$ cat src/rtl/pipe_hazard_ctrl.sv
// Stall/flush sequencer for the 5-stage in-order pipeline (IF, ID, EX1, EX2, WB).
// Handles load-use stalls, multi-cycle EX1 holds and redirect flushes, and keeps saturating counters.
module pipe_hazard_ctrl #(
    parameter int REG_W        = 4,
    parameter int FLUSH_CYCLES = 1,
    parameter int CNT_W        = 16
) (
    input  logic             clk,
    input  logic             rst,
    input  logic             id_valid,
    input  logic [REG_W-1:0] id_rs1,
    input  logic [REG_W-1:0] id_rs2,
    input  logic             id_use_rs1,
    input  logic             id_use_rs2,
    input  logic             ex1_valid,
    input  logic             ex1_is_load,
    input  logic [REG_W-1:0] ex1_rd,
    input  logic             ex2_valid,
    input  logic             ex2_is_load,
    input  logic [REG_W-1:0] ex2_rd,
    input  logic             ex1_mc_start,
    input  logic [3:0]       ex1_mc_lat,
    input  logic             ex1_redirect,
    output logic             stall_if,
    output logic             stall_id,
    output logic             hold_ex1,
    output logic             bubble_ex1,
    output logic             bubble_ex2,
    output logic             flush_id,
    output logic             pc_redirect,
    output logic [CNT_W-1:0] stall_cycles,
    output logic [CNT_W-1:0] flush_events
);

    typedef enum logic [1:0] {RUN, MC_WAIT, FLUSH} state_e;

    localparam logic [3:0] FLUSH_INIT = (FLUSH_CYCLES > 0) ? 4'(FLUSH_CYCLES - 1) : 4'd0;

    state_e           state_q, state_d;
    logic [3:0]       cnt_q, cnt_d;
    logic [CNT_W-1:0] stall_cnt_q, flush_cnt_q;
    logic             hit_rs1, hit_rs2, ld_use, mc_go, eval_run, redir_acc;

    // Load results reach EX1 only via the WB register-file bypass, so loads in EX1 and EX2 both block.
    function automatic logic src_hit(input logic [REG_W-1:0] rs, input logic use_rs);
        return use_rs && (rs != '0) &&
               ((ex1_valid && ex1_is_load && (ex1_rd == rs)) ||
                (ex2_valid && ex2_is_load && (ex2_rd == rs)));
    endfunction

    assign hit_rs1 = src_hit(id_rs1, id_use_rs1);
    assign hit_rs2 = src_hit(id_rs2, id_use_rs2);
    assign ld_use  = id_valid && (hit_rs1 || hit_rs2);
    assign mc_go   = ex1_mc_start && (ex1_mc_lat >= 4'd2);

    always_comb begin
        state_d     = state_q;
        cnt_d       = cnt_q;
        eval_run    = 1'b0;
        redir_acc   = 1'b0;
        stall_if    = 1'b0;
        stall_id    = 1'b0;
        hold_ex1    = 1'b0;
        bubble_ex1  = 1'b0;
        bubble_ex2  = 1'b0;
        flush_id    = 1'b0;
        pc_redirect = 1'b0;

        case (state_q)
            RUN: begin
                if (mc_go) begin
                    {stall_if, stall_id, hold_ex1, bubble_ex2} = 4'b1111;
                    cnt_d   = ex1_mc_lat - 4'd2;
                    state_d = MC_WAIT;
                end else begin
                    eval_run = 1'b1;
                end
            end
            MC_WAIT: begin
                if (cnt_q != 4'd0) begin
                    {stall_if, stall_id, hold_ex1, bubble_ex2} = 4'b1111;
                    cnt_d = cnt_q - 4'd1;
                end else begin
                    state_d  = RUN;
                    eval_run = 1'b1;
                end
            end
            FLUSH: begin
                flush_id   = 1'b1;
                bubble_ex1 = 1'b1;
                if (cnt_q != 4'd0) cnt_d = cnt_q - 4'd1;
                else               state_d = RUN;
            end
            default: state_d = RUN;
        endcase

        // Redirect wins over load-use: the stalled ID instruction is on the wrong path anyway.
        if (eval_run) begin
            if (ex1_redirect) begin
                pc_redirect = 1'b1;
                flush_id    = 1'b1;
                bubble_ex1  = 1'b1;
                redir_acc   = 1'b1;
                if (FLUSH_CYCLES > 0) begin
                    cnt_d   = FLUSH_INIT;
                    state_d = FLUSH;
                end
            end else if (ld_use) begin
                stall_if   = 1'b1;
                stall_id   = 1'b1;
                bubble_ex1 = 1'b1;
            end
        end

        if (rst) begin
            stall_if    = 1'b0;
            stall_id    = 1'b0;
            hold_ex1    = 1'b0;
            pc_redirect = 1'b0;
            flush_id    = 1'b1;
            bubble_ex1  = 1'b1;
            bubble_ex2  = 1'b1;
        end
    end

    always_ff @(posedge clk) begin
        if (rst) begin
            state_q     <= RUN;
            cnt_q       <= 4'd0;
            stall_cnt_q <= '0;
            flush_cnt_q <= '0;
        end else begin
            state_q <= state_d;
            cnt_q   <= cnt_d;
            if (stall_if && (stall_cnt_q != '1)) stall_cnt_q <= stall_cnt_q + 1'b1;
            if (redir_acc && (flush_cnt_q != '1)) flush_cnt_q <= flush_cnt_q + 1'b1;
        end
    end

    assign stall_cycles = stall_cnt_q;
    assign flush_events = flush_cnt_q;

endmodule

$ cat config.mk
export PLATFORM = sky130hd
export DESIGN_NAME = pipe_hazard_ctrl
export DESIGN_NICKNAME = d
export VERILOG_FILES = /design/src/rtl/pipe_hazard_ctrl.sv
export SDC_FILE = /design/constraint.sdc
export NUM_CORES = 1
export LEC_CHECK = 0
export BUFFER_PORTS_ARGS = -buffer_cell sky130_fd_sc_hd__buf_2
export CORE_MARGIN = 2
export CORE_UTILIZATION = 35
export CTS_CLUSTER_DIAMETER = 40
export DETAILED_ROUTE_END_ITERATION = 10
export PLACE_DENSITY = 0.62
export SETUP_SLACK_MARGIN = 0.4
export SLEW_MARGIN = 0
export SYNTH_ARGS = -nofsm -noshare
export SYNTH_HDL_FRONTEND = slang
export SYNTH_SLANG_ARGS = --single-unit
export TNS_END_PERCENT = 10
$ cat constraint.sdc
create_clock -name clk -period 3.7 [get_ports clk]
set_input_delay 1.11 -clock clk [delete_from_list [all_inputs] [get_ports clk]]
set_output_delay 1.11 -clock clk [all_outputs]
set_load 0.01 [all_outputs]
==> summary.md <==
| Metric | Value |
|---|---|
| Status | completed |
| Die ar. | 0.00763 mm^2 |
| Starting density of the core | 36.0% |
| RSZ-0062 raised after global routing | yes |
| Hpwl dp | 4480 um |
| Filler cells | 667 |
| Antenna diodes | 0 |
| Buffers on Ports | 69 |
| Setup Skew | 0.0118 ns |
| Starting DRT DRC Count | 86 |
| Placed cell area | 0.00289 mm^2 |
| Cts hold-fix bufs | 0 |
| Final setup violation count | 0 |
| # Max-Cap Violations | 0 |
| Top-area cell type share of the netlist area | 31.3% |
| P&R area growth vs syn | 31.9% |
| Peak Freq | 298 MHz |
| Initial antenna violation count | 0 |
| Yosys reg bits | 38 |
| Syn_nets | 326 |
| GRT Residual Overflow | 0 |
| Layout cells sized above 1 | 32.0% |
| Synth cell types | 53 |
| Fin. max-slew vios | 0 |
| CTS Buffer Depth | 2 |
| Avg Cell Area, Syn | 8.47 um^2 |
| Reg power frac | 44.4% |
| CP Max Fanout | 4 |
| Core Util, Final | 47.5% |
| Required time worst endpoint | 2.59 ns |
| Number of routed nets with antenna violations | 0 |
| Endpoints failing hold | 0 |
| Die height | 87.3 um |
| # rows | 30 |
| Crit start category | input pin |
| Top_reg_cell synth | dfxtp_1 |
| Sequential area share after synthesis | 31.3% |
| I/O pin count | 70 |
| DRC violations left | 0 |
| Total Nets Final | 410 |
| Ys Warns | 0 |
| Vias in the first global route | 2242 |
| Crit end category | primary output |
| Final Cycle Share | 90.6% |
| Final wirelength | 6160 um |
| Final Hold Slack | 0.505 ns |
| Slew HR | 72.0% |
| Arrival @ worst endpoint | 2.24 ns |
| TritonCTS clock tree | done |
| Core Region | 0.00676 mm^2 |
| Pwr/cell area | 306 mW/mm^2 |
| Reg clk slew, reported paths | 0.07 ns |
| Crit path kind | in -> out |
| Die width | 87.3 um |
| Largest area contributor in the netlist | dfxtp_1 |
| Vias per inst | 5.21 |
| WL/cell | 13.6 um |
| 1st-pass router iterations | 4 |
| HP Class | reg -> reg |
| Leak | 0.00142 uW |
| Pin count of the biggest net entering global routing | 24 |
| Slew @ Worst Pin | 0.419 ns |
| Comb pwr share | 25.2% |
| Cell Area, Synth | 0.00243 mm^2 |
| Main area contributors after synthesis | dfxtp_1 (31%), nor2_1 (6.6%), xor2_1 (6.1%), xnor2_1 (5.4%), ha_1 (4.1%) |
| Internal power | 692 uW |
| Worst vdd ir | 0.000131 V |
| Sw Share | 29.4% |
| CTS buffer count | 5 |
| Sink Count | 38 |
| Setup tns final | 0 ns |
| Total GRT Usage | 16.2% |
| CTS H-tree depth | 2 |
| Worst-Skew Late Latency | 0.29 ns |
| Clk pwr share | 30.4% |
| Gp weighted congestion | 0.789 |
| Post-synthesis cell count | 287 |
| First-pass GRT wire length | 10200 um |
| Number of flops mapped to enable cells by yosys | 0 |
| Post-layout min period | 3.35 ns |
| Ys async rst share | 0% |
| CTS Root Cell | clkbuf_8 |
| Net Sw Power | 288 uW |
| Via count | 2357 |
| Post-route design area | 0.00321 mm^2 |
## path summary, 6_finish.rpt
check / from / end / slack (ns) / cells past startpoint
worst min-delay path: stall_cycles[4] / stall_cycles[4] / 0.51 / 1
worst max register to register: cnt_q[0] / stall_cycles[13] / 1.28 / 10
worst max-delay path: ex1_mc_lat[1] / bubble_ex1 / 0.35 / 8
worst min register to register: stall_cycles[4] / stall_cycles[4] / 0.51 / 1
## layout make-up
cell class / instances / area (um^2) / share of cell area [%]
sequential: 38 / 761 / 23.7
clock inverter: 1 / 5.00 / 0.156
clock buffer: 7 / 86.3 / 2.69
tap: 80 / 100 / 3.12
inverter: 14 / 52.6 / 1.64
timing repair buffer: 84 / 532 / 16.6
multi-input combinational: 228 / 1670 / 52.1
## critical path, cell delays in order
cell       delay (ns)
buf_8            0.10
o31ai_4          0.33
o2bb2ai_4        0.18
nand2_2          0.08
nand2b_1         0.09
or2_4            0.13
nand2b_4         0.11
buf_6            0.10
## synthesized netlist by cell type, types with 2 or more instances
cell type  number
a21oi_1        17
xnor2_1        15
dfxtp_1        38
nand2_1        17
mux2_1          4
a22oi_1         3
nand2b_1        7
a211oi_1        3
nor2_1         43
ha_1            8
mux2_2          2
buf_4           2
o41ai_1         2
mux2i_1         7
and4_1          3
nand4_1        12
xor2_1         17
nor3_1          2
nor2b_1         8
and2_1          3
inv_1          13
and3_1          6
clkbuf_1        3
o211ai_1        5
o21ai_0         4
or2_2           2
nand3_1        14
buf_1           2
## power by group through the flow
| stage | clock [uW] | sequential [uW] | combinational, uW |
|---|---|---|---|
| after floorplan | 0 | 443 | 139 |
| after global placement | 0 | 444 | 207 |
| after detailed placement | 0 | 444 | 208 |
| after CTS | 311 | 435 | 235 |
| after global routing | 327 | 437 | 273 |
| final | 298 | 435 | 247 |
## kinds of logic (layout without fill, tap and decap cells)
group	after synthesis	count (layout)	synth area share, %
xor+xnor	32	32	11.5
fa+ha+maj	8	8	4.12
mux	14	14	6.28
simple gates	125	125	26.9
flops	38	38	31.3
buf+inv	21	106	3.55
compound gates	49	49	16.3
## repair_timing
| item | 4_1_cts | 5_1_grt |
|---|---|---|
| setup endpoints to repair | 7 | 7 |
| gates cloned | 0 | 0 |
| endpoints found under the hold margin | 0 | 0 |
| buffers inserted | 6 | 4 |
| gates resized for setup | 21 | 10 |
| pin swaps | 12 | 13 |
## routing by layer
metal,GRT usage [%],up-vias,wire (um)
li1,-,1180,-
met1,21.5,1104,2870
met2,27.2,68,2890
met3,2.56,5,324
met4,4.20,0,64
met5,0,-,0
## sequential cells by signal, summed over array words and instances, names as in the netlist
name / count
flush_events: 16
stall_cycles: 16
cnt_q: 4
state_q: 2
## stage by stage
stage | std cells | setup WS (ns) | power, uW
after floorplan | 287 | 0.411 | 583
after global placement | 434 | 0.223 | 651
after detailed placement | 434 | 0.180 | 653
after CTS | 448 | 0.316 | 981
after global routing | 452 | 0.292 | 1040
final | 452 | 0.349 | 980
## cell usage in the layout (no fill, tap or decap), types with 3 or more instances in the layout
cell	synthesis	layout
a22oi_1	3	3
and2_1	3	3
and3_1	6	6
xnor2_1	15	15
dfxtp_1	38	38
buf_2	0	59
nand3_1	14	13
mux2i_1	7	7
inv_1	13	13
xor2_1	17	17
mux2_1	4	4
ha_1	8	8
a211oi_1	3	3
a21oi_1	17	14
o21ai_0	4	4
buf_4	2	15
and4_1	3	3
nand4_1	12	12
nor2b_1	8	8
buf_8	0	3
nand2_1	17	15
nand2b_1	7	6
nor2_1	43	43
clkbuf_8	0	6
buf_6	0	7
o211ai_1	5	5
Note: power is estimated with default switching activity, not from simulation.
